===== src/rtl/picorv32_mem_bridge.sv =====
// Bridge from the picorv32 native memory port to up to 16 region-decoded targets.
// Optional target timeout is enabled by defining MEM_BRIDGE_TIMEOUT_EN.
`timescale 1ns/1ps
module picorv32_mem_bridge #(
  parameter int unsigned NUM_SLAVES     = 4,
  parameter int unsigned REGION_SHIFT   = 28,
  parameter int unsigned TIMEOUT_CYCLES = 256,
  parameter logic [31:0] ERR_RDATA      = 32'hDEADBEEF
) (
  input  logic                       clk_i,
  input  logic                       reset_i,
  input  logic                       core_valid_i,
  input  logic                       core_instr_i,
  input  logic [31:0]                core_addr_i,
  input  logic [31:0]                core_wdata_i,
  input  logic [3:0]                 core_wstrb_i,
  output logic                       core_ready_o,
  output logic [31:0]                core_rdata_o,
  output logic [NUM_SLAVES-1:0]      s_valid_o,
  input  logic [NUM_SLAVES-1:0]      s_ready_i,
  output logic [31:0]                s_addr_o,
  output logic [31:0]                s_wdata_o,
  output logic [3:0]                 s_wstrb_o,
  output logic                       s_instr_o,
  input  logic [32*NUM_SLAVES-1:0]   s_rdata_i,
  input  logic                       err_clr_i,
  output logic                       err_o,
  output logic [31:0]                err_addr_o
);

  if (NUM_SLAVES < 1 || NUM_SLAVES > 16) begin : g_bad_num_slaves
    $error("NUM_SLAVES must be 1..16");
  end
  if (REGION_SHIFT > 28) begin : g_bad_region_shift
    $error("REGION_SHIFT must be 0..28");
  end
  if (TIMEOUT_CYCLES < 2) begin : g_bad_timeout
    $error("TIMEOUT_CYCLES must be >= 2");
  end

  typedef enum logic [1:0] {StIdle, StIssue, StResp} state_e;

  state_e                state_q;
  logic [NUM_SLAVES-1:0] s_valid_q;
  logic [31:0]           s_addr_q;
  logic [31:0]           s_wdata_q;
  logic [3:0]            s_wstrb_q;
  logic                  s_instr_q;
  logic                  core_ready_q;
  logic [31:0]           core_rdata_q;
  logic                  err_q;
  logic [31:0]           err_addr_q;
`ifdef MEM_BRIDGE_TIMEOUT_EN
  logic [31:0]           tmo_q;
`endif

  logic [3:0]  region;
  logic        ready_hit;
  logic [31:0] rdata_sel;

  assign region = core_addr_i[REGION_SHIFT +: 4];

  // s_valid_q is one-hot on the selected target, so it doubles as the select mask.
  assign ready_hit = |(s_ready_i & s_valid_q);

  always_comb begin
    rdata_sel = '0;
    for (int i = 0; i < int'(NUM_SLAVES); i++) begin
      if (s_valid_q[i]) rdata_sel = rdata_sel | s_rdata_i[32*i +: 32];
    end
  end

  always_ff @(posedge clk_i or posedge reset_i) begin
    if (reset_i) begin
      state_q      <= StIdle;
      s_valid_q    <= '0;
      s_addr_q     <= '0;
      s_wdata_q    <= '0;
      s_wstrb_q    <= '0;
      s_instr_q    <= 1'b0;
      core_ready_q <= 1'b0;
      core_rdata_q <= '0;
      err_q        <= 1'b0;
      err_addr_q   <= '0;
`ifdef MEM_BRIDGE_TIMEOUT_EN
      tmo_q        <= '0;
`endif
    end else begin
      core_ready_q <= 1'b0;
      // A new error event later in this block overrides the clear.
      if (err_clr_i) err_q <= 1'b0;
      unique case (state_q)
        StIdle: begin
          if (core_valid_i) begin
            s_addr_q  <= core_addr_i;
            s_wdata_q <= core_wdata_i;
            s_wstrb_q <= core_wstrb_i;
            s_instr_q <= core_instr_i;
            if (32'(region) < NUM_SLAVES) begin
              s_valid_q <= NUM_SLAVES'(1) << region;
              state_q   <= StIssue;
`ifdef MEM_BRIDGE_TIMEOUT_EN
              tmo_q     <= '0;
`endif
            end else begin
              core_ready_q <= 1'b1;
              core_rdata_q <= ERR_RDATA;
              err_q        <= 1'b1;
              err_addr_q   <= core_addr_i;
              state_q      <= StResp;
            end
          end
        end
        StIssue: begin
          if (ready_hit) begin
            s_valid_q    <= '0;
            core_ready_q <= 1'b1;
            core_rdata_q <= rdata_sel;
            state_q      <= StResp;
          end
`ifdef MEM_BRIDGE_TIMEOUT_EN
          else if (tmo_q == TIMEOUT_CYCLES - 1) begin
            s_valid_q    <= '0;
            core_ready_q <= 1'b1;
            core_rdata_q <= ERR_RDATA;
            err_q        <= 1'b1;
            err_addr_q   <= s_addr_q;
            state_q      <= StResp;
          end else begin
            tmo_q <= tmo_q + 32'd1;
          end
`endif
        end
        StResp: begin
          state_q <= StIdle;
        end
        default: begin
          state_q <= StIdle;
        end
      endcase
    end
  end

  assign core_ready_o = core_ready_q;
  assign core_rdata_o = core_rdata_q;
  assign s_valid_o    = s_valid_q;
  assign s_addr_o     = s_addr_q;
  assign s_wdata_o    = s_wdata_q;
  assign s_wstrb_o    = s_wstrb_q;
  assign s_instr_o    = s_instr_q;
  assign err_o        = err_q;
  assign err_addr_o   = err_addr_q;

endmodule


===== config.mk =====
export PLATFORM = sky130hd
export DESIGN_NAME = picorv32_mem_bridge
export DESIGN_NICKNAME = d
export VERILOG_FILES = /design/src/rtl/picorv32_mem_bridge.sv
export SDC_FILE = /design/constraint.sdc
export NUM_CORES = 1
export LEC_CHECK = 0
export ABC_CLOCK_PERIOD_IN_PS = 5300
export BUFFER_PORTS_ARGS = -buffer_cell sky130_fd_sc_hd__buf_4
export CELL_PAD_IN_SITES_DETAIL_PLACEMENT = 1
export CELL_PAD_IN_SITES_GLOBAL_PLACEMENT = 2
export CORE_MARGIN = 10
export CORE_UTILIZATION = 25
export CTS_BUF_LIST = sky130_fd_sc_hd__clkbuf_4 sky130_fd_sc_hd__clkbuf_8 sky130_fd_sc_hd__clkbuf_16
export CTS_CLUSTER_SIZE = 10
export DETAILED_ROUTE_END_ITERATION = 7
export PLACE_DENSITY_LB_ADDON = 0.1
export SETUP_SLACK_MARGIN = 0.1
export SLEW_MARGIN = 30
export SYNTH_ARGS = -nofsm -noshare
export SYNTH_HDL_FRONTEND = slang
export SYNTH_SLANG_ARGS = --single-unit

===== constraint.sdc =====
create_clock -name clk_i -period 5.3 [get_ports clk_i]
set_clock_uncertainty 0.1 [all_clocks]
set_input_delay 0 -clock clk_i [delete_from_list [all_inputs] [get_ports clk_i]]
set_output_delay 0 -clock clk_i [all_outputs]
set_load 0.02 [all_outputs]

# Word level (Yosys, flattened, before mapping)
# Index checks and enable logic that the tools add are counted.
[word_totals]
regBits = 141
in_bits = 205
out_inout_bits = 139
wordCells = 54
[op_classes]
shifts = 1
bitwise_logic = 5
order_cmp = 1
n_mux = 24
eq_ne = 5
n_reduce_logical = 8
[op_table]
columns = ["operator", "n"]
rows = [
  ["32-bit 2-to-1 mux", 7],
  ["32-bit OR", 3],
  ["32-bit one-hot mux with 2 select lines", 1],
  ["4-bit 2-to-1 mux", 3],
  ["2-bit != test, second input constant", 4],
  ["4-bit one-hot mux with 2 select lines", 1],
  ["4-bit AND reduction", 2],
  ["1-bit 2-to-1 mux", 7],
  ["2-bit 2-to-1 mux", 3],
  ["4-bit AND", 1],
  ["4-bit by 3-bit less-than comparator with 1-bit output, second input constant", 1],
  ["2-bit one-hot mux with 2 select lines", 1],
  ["2-bit AND reduction", 2],
  ["4-bit OR reduction", 1],
  ["1-bit by 4-bit << shifter with 4-bit output, first input constant", 1],
  ["3-bit AND reduction", 1],
  ["2-bit by 1-bit equality test with 1-bit output, second input constant", 1],
  ["2-bit logical NOT", 1],
  ["1-bit one-hot mux with 2 select lines", 1],
  ["2-bit nonzero test", 1],
  ["1-bit inverter", 1],
]

# Logic depth before layout (Yosys ltp)
# Gate-level depths: netlist (run 1).
[depth]
word_depth = 9
depth_mapped = 7
mapped_depth_nobuf = 4

# Worst setup path after synthesis (run 1)
# No wires, ideal clock.
[synth_path]
path_kind = "reg-to-reg"
startpoint = "register s_valid_q[0], in the netlist s_valid_o[0]"
endpoint = "register core_rdata_q[10], in the netlist core_rdata_o[10]"
period_less_slack_ns = 1.935
slack_ns = 3.365
stages_incl_launch_ff = 8
t_arrival_ns = 1.710
setup_time_ns = 0.125
cell_sequence = "dfrtp_1 > buf_2 > a22oi_1 > and3_4 > a211o_1 > buf_6 > buf_6 > mux2_4"
[synth_via]
elab_chain_cells = 9
word_cells_on_any_way = 13
classes_between = "eq/ne (1); mux (6); bitwise (4); reduce/logical (2)"
[synth_rtl]
columns = ["item", "line_no", "source"]
rows = [
  ["start: declaration", "44", "logic [NUM_SLAVES-1:0] s_valid_q;"],
  ["start signal: assignment", "100", "s_valid_q <= NUM_SLAVES'(1) << region;"],
  ["32-bit 2-to-1 mux", "69", "if (s_valid_q[i]) rdata_sel = rdata_sel | s_rdata_i[32*i +: 32];"],
  ["32-bit OR", "69", ""],
  ["32-bit 2-to-1 mux", "69", ""],
  ["32-bit OR", "69", ""],
  ["32-bit 2-to-1 mux", "69", ""],
  ["32-bit OR", "69", ""],
  ["32-bit 2-to-1 mux", "69", ""],
  ["32-bit 2-to-1 mux", "115", "if (ready_hit) begin"],
  ["32-bit one-hot mux with 2 select lines", "92", "unique case (state_q)"],
  ["end signal: assignment", "118", "core_rdata_q <= rdata_sel;"],
  ["end: declaration", "50", "logic [31:0] core_rdata_q;"],
]
# Parallel ways exist; a longest one is shown, timed or not. The select of a mux whose other input is x is not followed.
# A chain may end at the register's enable or synchronous reset.

# Worst setup path after layout (run 1)
[layout_path]
startpoint = "register s_valid_q[0], in the netlist s_valid_o[0]"
endpoint = "register core_rdata_q[12], in the netlist core_rdata_o[12]"
# Same word-level chain as after synthesis.

==> impl_summary.md, run 1 <==
Status
The run finished with clean final reports.

Clock network
The total clock buffers created by CTS is 17. The clock drives roughly 140 sinks. CTS built an H-tree with a depth of 4. After clock tree synthesis, the clock-pin slew on the worst setup and hold paths is around 60 ps. TritonCTS built the clock tree. The count of instances resized after the clock tree is built is 0. At the later pin of the worst-skew pair, clock insertion delay measures 410 ps. The clock tree root buffer cell is clkbuf_16. The number of buffers on the longest clock path is 2.

Cells and area
Fill cells in the final layout number about 2700. The antenna diode count is 0. The final core utilization is 46.5%.

The count of non-filler cells in the finished layout is 1411. The fraction of layout cells with a size suffix above 1 is 42.0%. The area growth from synthesis to layout is 83.4%. The cell area after layout is 11300 sq um. The total number of nets in the final design is roughly 1300.

Setup path
The data required time at the worst endpoint is 5490 ps. STA classifies the critical path startpoint as a flip-flop. The dominant cell type by count on the critical path is dlygate4sd3_1. The delay of the slowest cell on the worst path is 660 ps. Along the worst path, the maximum fanout reaches 35.

At the worst endpoint, the arrival time is 2930 ps. The slowest stage of the critical path is the dfrtp_2 cell. The worst setup path is captured at a flip-flop. Walking the worst path, the cells encountered are a22oi_1, dlygate4sd3_1, nand3_1, dlygate4sd3_1, mux2_4. The setup path with the least slack is of type reg2reg.

Global routing
Entering global routing, the biggest net connects 88 pins. The first-pass GRT wire length is between 40000 and 50000 um. The total overflow left after global routing is 0. The number of antenna violations at the first check in global routing is 1. The number of global-route vias before repair is 7168. Global routing used 17.0% of the available tracks.

Synthesis
The register area share after synthesis is between 50% and 60%. The share of synthesized area in the top cell type comes to 57.2%. The number of cells produced by synthesis is 581. The number of nets in the synthesized netlist is 786. Summing the areas of all fa, ha and maj instances in the mapped netlist gives 0% of the synthesized area. The most used standard cell by instance count after synthesis is nand2_1.

The most instantiated flip-flop cell in the synthesis netlist is dfrtp_1. Summing the areas of all compound-gate instances in the mapped netlist gives about a tenth of the synthesized area. The synthesized design contains 141 register bits.

Yosys printed 0 warnings. The largest total area in the synthesized netlist belongs to dfrtp_1. The number of enable flip-flop cells after synthesis is 0. The post-synthesis instance area is roughly 6000 sq um. Multiplexer cells account for approximately 14% of the synthesized area. Of all flip-flops after synthesis, the portion carrying an async set or reset was 100%. After synthesis, the most frequently instantiated cells are nand2_1 (210), dfrtp_1 (141), a22oi_1 (66). The synthesized area per cell is about 11 sq um. Yosys mapped the design onto 24 distinct sky130hd cell types. The synthesized netlist devotes 15.9% of its cell area to simple gates. By area the synthesized netlist is led by dfrtp_1 (57%), nand2_1 (13%), a22oi_1 (8.0%), mux2_2 (6.9%), mux2_4 (6.8%). The synthesized netlist devotes 0% of its cell area to XOR and XNOR gates. The combinational family with the most area after synthesis is simple AND/OR/NAND/NOR gates.

STA
The final number of max-transition violations is 0. The clock period could shrink to 2740 ps. At the pin with the least slew margin, the transition time is 859 ps. The worst hold margin is 21.7 ps.

Setup violations remaining at the end of the flow were counted as 0. The maximum clock frequency is 365 MHz. The number of hold-slack violations in the final timing report came to 0. The worst pin sits at a relative slew slack of 42.8%. The final clock period utilization by the worst path is 51.7%. The setup slack of the critical path after layout is 2560 ps. The setup TNS is 0 ps. Setup repair after global routing left no endpoint under its margin.

Drt
Before antenna repair, the detailed router went through 4 iterations. The detailed-route wire length per cell is 19.4 um. Dividing the detail-routed via count by the number of cells gives 4.46.

The violation count after the first detailed-route iteration is 239. The total wire length after detailed routing is roughly 27000 um. The final antenna-violating net count is 0.

The via total after detailed routing is 6289. The DRC violations left is 0.

Placement
After legalization and detailed placement, the total HPWL measured 19500 um. The final RePlAce weighted congestion is 0.857. The count of buffers added on input and output ports is 343.

The worst setup slack after placement is 2500 ps. Including well taps, the total number of placed cells is 1211. In this run the cell area measured after placement is 9010 sq um.

Min path
The class of the most critical hold timing path is in2reg.

Floorplan
During I/O placement, the number of pins put on the boundary was 344. Measured along the y axis, the die boundary spans 177 um. The initial utilization of the core area, before any placement, comes to 25.4%. The area inside the core boundary is 24300 sq um. The die boundary width is 177 um. After floorplanning, the core was divided into 57 placement rows. The floorplan step defined a die boundary enclosing 31300 sq um.

Power and ir drop
VDD sags by at most 244 uV. The analysis attributes to cell leakage a power of 5.36 nW. The total power per unit cell area is roughly 560 nW/um^2.

The sum of internal, switching and leakage power is between 6 and 7 mW.

Job
The tool flagged a number of max-cap violations equal to 0.
[metal layers]
metal  routed length (um)  up-vias  global-route usage [%]  part of all wire (%)
li1                     -     2952                       -                     -
met1                10300     3076                    18.6                    38
met2                13700      235                    29.4                    50
met3                 2850       26                    7.30                    10
met4                  541        0                    4.73                   2.0
met5                    0        -                       0                     0
[worst max-delay path, delay by kind of cell, from the launching register on]
kind	cells	cell delay, ps
flops	1	660
mux	1	280
simple gates	1	80
compound gates	1	280
buf+inv	2	1210
[path summary, 6_finish.rpt]
| path | start | end | slack (ps) | cells after the start |
|---|---|---|---|---|
| worst max-delay path | s_valid_o[0] | core_rdata_o[12] | 2560 | 5 |
| worst min-delay path | s_rdata_i[29] | core_rdata_o[29] | 20 | 4 |
| worst max register to register | s_valid_o[0] | core_rdata_o[12] | 2560 | 5 |
| worst min register to register | s_wdata_o[27] | s_wdata_o[27] | 380 | 2 |
| max in group asynchronous | reset_i | core_rdata_o[26] | 3570 | 4 |
| min in group asynchronous | reset_i | core_rdata_o[17] | 190 | 3 |
[sequential cells by signal, indices dropped and copies added (netlist names), 2 cells and up]
name          count
s_wstrb_o         4
s_valid_o         4
state_q           2
err_addr_o       32
s_wdata_o        32
s_addr_o         32
core_rdata_o     32
[cell families after synthesis]
kind of cell	count (synthesis)
compound gates	81
buf+inv	47
flops	141
mux	66
simple gates	246
[cell usage in the layout, fill, tap and decap left out, types with 2 or more instances in the layout]
master,instances
inv_1,4
inv_6,7
dfrtp_2,2
dfrtp_1,139
a22oi_1,66
mux2_2,38
clkbuf_16,17
nor3b_1,2
bufinv_16,2
dlygate4sd3_1,167
a22o_1,2
a21oi_1,9
nand2_1,209
nor2_1,3
mux2_4,28
clkinvlp_4,4
buf_4,348
nand3_1,24
[area by class of cell]
cell class / instances / area [sq um] / area share (%)
Multi-Input combinational cell: 393 / 2440 / 21.6
Clock buffer: 18 / 439 / 3.88
Clock inverter: 14 / 156 / 1.38
Inverter: 5 / 23.8 / 0.210
Timing Repair Buffer: 516 / 4310 / 38.1
Tap cell: 324 / 405 / 3.58
Sequential cell: 141 / 3530 / 31.2
[power breakdown]
| group | switching (mW) | total [mW] | leakage [nW] | internal, mW |
|---|---|---|---|---|
| clock | 0.494 | 1.21 | 0.281 | 0.715 |
| combinational | 1.69 | 3.19 | 3.42 | 1.51 |
| sequential | 0.342 | 1.91 | 1.66 | 1.56 |
[what timing repair did]
item,CTS,global route
buffers inserted,0,0
endpoints found under the hold margin,225,0
endpoints found under the setup margin,0,0
hold buffers,167,0
Note: power is estimated with default switching activity, not from simulation.
==> run 2, diff against run 1 <==
- ABC_CLOCK_PERIOD_IN_PS: 5300 -> 2500
- CORE_UTILIZATION: 25 -> 23
- clock period: 5.3 -> 2.5 ns (I/O delays scaled with it)
==> run 2 against run 1 <==
Net effect:
- sequential share of layout area fell by 0.88 points
- register-to-register slack got worse by 2200 ps
- via count up 3.7%
- largest power group unchanged
- final cell count rose by 3.2%
- hold slack got worse by 15 ps
- highest routed layer is now met5
- worst setup slack worse by 2200 ps
- first-iteration DRC count is 37% higher
- count of clock-buffer cells in the layout is 2 higher
==> impl_summary.md, run 2 (synthesized netlist as in run 1, its figures left out) <==
Setup path
The critical register-to-register path endpoint is core_rdata_o[25] (was core_rdata_o[12]). The depth of the worst register-to-register path is 5 (unchanged). The timing startpoint of the critical path is s_valid_o[0] (unchanged). The biggest fanout along the worst timing path is 34 (was 35). The data required time at the worst endpoint is 2700 ps (was 5490 ps). The critical path endpoint category is a flip-flop (unchanged). The launching element type of the critical path is a flip-flop (unchanged). The critical path endpoint is core_rdata_o[25] (was core_rdata_o[12]). The data arrival time of the worst path is 2350 ps (was 2930 ps). The critical path start-end classification was reg2reg (unchanged). The register-to-register path setup slack is 350 ps (was 2560 ps). The launch instance of the worst register-to-register path is s_valid_o[0] (unchanged).

STA
RSZ-0062 raised after global routing: false (unchanged). The setup TNS was 0 ps (unchanged). The worst hold margin was 6.43 ps (was 21.7 ps). The time the final worst path needs with I/O delays and setup is 2150 ps (was 2740 ps). The total setup violations reported at the end of the flow was 0 (unchanged). The final number of max-transition violations was 0 (unchanged). The maximum clock frequency was 464 MHz (was 365 MHz). The final clock period utilization by the worst path is 86.1% (was 51.7%). The setup slack of the critical path after layout is 347 ps (was 2560 ps). The number of hold-slack violations in the final timing report is 0 (unchanged). The worst-case headroom to the max-slew limit came to 43.0% (was 42.8%). The slew of the pin with the lowest slew margin is 855 ps (was 859 ps).

Global routing
The pin count of the biggest net entering global routing is 142 (was 88). The number of global-route vias before repair was 7541 (was 7168). The number of antenna violations at the first check in global routing came to 3 (was 1). The total grt overflow is 0 (unchanged). The total routing resource utilization after global routing was 17.2% (was 17.0%). The first-pass GRT wire length is 45500 um (was 41800 um).

Power and ir drop
The share of total power in the clock network is 18.4% (was 19.2%). The total leakage power was 5.46 nW (was 5.36 nW). The design internal power was 7.98 mW (was 3.79 mW).

The relative contribution of sequential cells to total power is 29.3% (was 30.2%). The total power per unit cell area is 1150 nW/um^2 (was 558 nW/um^2). The largest voltage drop on the vdd net is 502 uV (was 244 uV).

The switching share of total power was 40.4% (was 40.0%). The power spent charging and discharging nets was 5.42 mW (was 2.52 mW). The part of the power in combinational logic is 52.4% (was 50.6%).

Clock network
The number of buffers on the longest clock path is 2 (unchanged). The total clock buffers created by CTS is 17 (unchanged). The number of H-tree levels is 4 (unchanged). The clock tree from TritonCTS is done (unchanged). The clock input transition at the sequential cells of the worst setup and hold paths is 60 ps (about the same). The insertion delay to the later sink of the worst-skew pair is 410 ps (about the same). The clock tree root buffer cell is clkbuf_16 (unchanged). The total setup buffers inserted after CTS came to 0 (unchanged).

The total number of clock tree sinks is 141 (unchanged).

Cells and area
Highest-count cells in the layout ignoring fill and taps: buf_4 (350), nand2_1 (209), dlygate4sd3_1 (194), dfrtp_1 (141), a22oi_1 (66) (was buf_4 (348), nand2_1 (209), dlygate4sd3_1 (167), dfrtp_1 (139), a22oi_1 (66)). The final core utilization is 44.4% (was 46.5%). The fraction of layout cells with a size suffix above 1 is 41.1% (was 42.0%).

The total number of nets in the final design is 1312 (was 1279). The leading cell type in the layout, fill and taps excluded was buf_4 (unchanged). The cell area after layout came to 11600 sq um (was 11300 sq um).

The area growth from synthesis to layout is 88.6% (was 83.4%).

Drt
The detailed-route wire length per cell came to 20.2 um (was 19.4 um). The violation count after the first detailed-route iteration is 328 (was 239). The ratio of routed vias to standard cells was 4.48 (was 4.46). The total iterations of the first detailed-routing run is 4 (unchanged). The via total after detailed routing is 6524 (was 6289).

The final antenna-violating net count is 0 (unchanged). The total wire length after detailed routing is 29400 um (was 27400 um). The DRC violations left is 0 (unchanged).

Placement
The final RePlAce weighted congestion was 0.829 (was 0.857). The worst setup slack after placement came to 644 ps (was 2500 ps). The area of placed instances was 9110 sq um (was 9010 sq um). The sum of net half-perimeters after detailed placement came to 20500 um (was 19500 um).

The number of buffers added on ports was 343 (unchanged).

Floorplan
The area inside the core boundary is 26200 sq um (was 24300 sq um). The floorplan die height is 184 um (was 177 um). The die boundary width was 184 um (was 177 um). The initial standard-cell utilization of the core is 23.5% (was 25.4%).

The die area is 33800 sq um (was 31300 sq um). The placement row count was 59 (was 57). The boundary pin count was 344 (unchanged).

Min path
The class of the most critical hold timing path is in2reg (unchanged). The source of the worst hold timing path was s_rdata_i[8] (was s_rdata_i[29]).

Job
The max capacitance violation total is 0 (unchanged).

Status
Status: finished clean (unchanged).
run 2: layout make-up:
cell class                      instances  area [sq um]
Inverter                                5          22.5
Clock inverter                         12           114
Timing Repair Buffer                  549          4660
Clock buffer                           20           454
Tap cell                              335           419
Antenna cell                            1          2.50
Fill cell                            2863         14600
Multi-Input combinational cell        393          2430
Sequential cell                       141          3530
run 2: worst min path at each step:
stage          cells past startpoint               end  slack (ps)
2_1_floorplan                      1             err_o          -1
3_5_place_dp                       2             err_o         100
3_3_place_gp                       2             err_o          90
4_1_cts                            4  core_rdata_o[22]           4
5_1_grt                            4   core_rdata_o[8]           6
6_report                           4   core_rdata_o[8]           6
run 2: metal layers:
layer  up-vias  share of wire [%]  GRT usage, %
li1       3024                  -             -
met1      3183                 38          18.8
met2       268                 50          29.7
met3        45                9.6          6.82
met4         4                2.4          5.80
met5         -              0.078             0
run 2: timing repair:
item                                    CTS  global route
hold buffers                            194             0
endpoints found under the setup margin    0             1
gates resized for setup                   0             1
hold endpoints to repair                280             0
run 2: critical path: stages, from the launching register on:
cell	delay (ps)
dfrtp_1	380
buf_4	270
a22oi_1	230
dlygate4sd3_1	590
nand3_1	140
mux2_4	310
run 2: power groups by stage:
stage	registers [mW]	logic, mW	clock network, mW
after CTS	3.94	7.10	2.54
after detailed placement	3.96	6.46	0
after global routing	4.08	7.58	2.65
final	3.93	7.02	2.46
after global placement	3.90	6.35	0
after floorplan	5.11	2.33	0
run 2: stage by stage:
stage                     instances  power [mW]
after global routing           1456        14.3
after CTS                      1455        13.6
after detailed placement       1229        10.4
after global placement         1229        10.2
after floorplan                 581        7.45
final                          1456        13.4
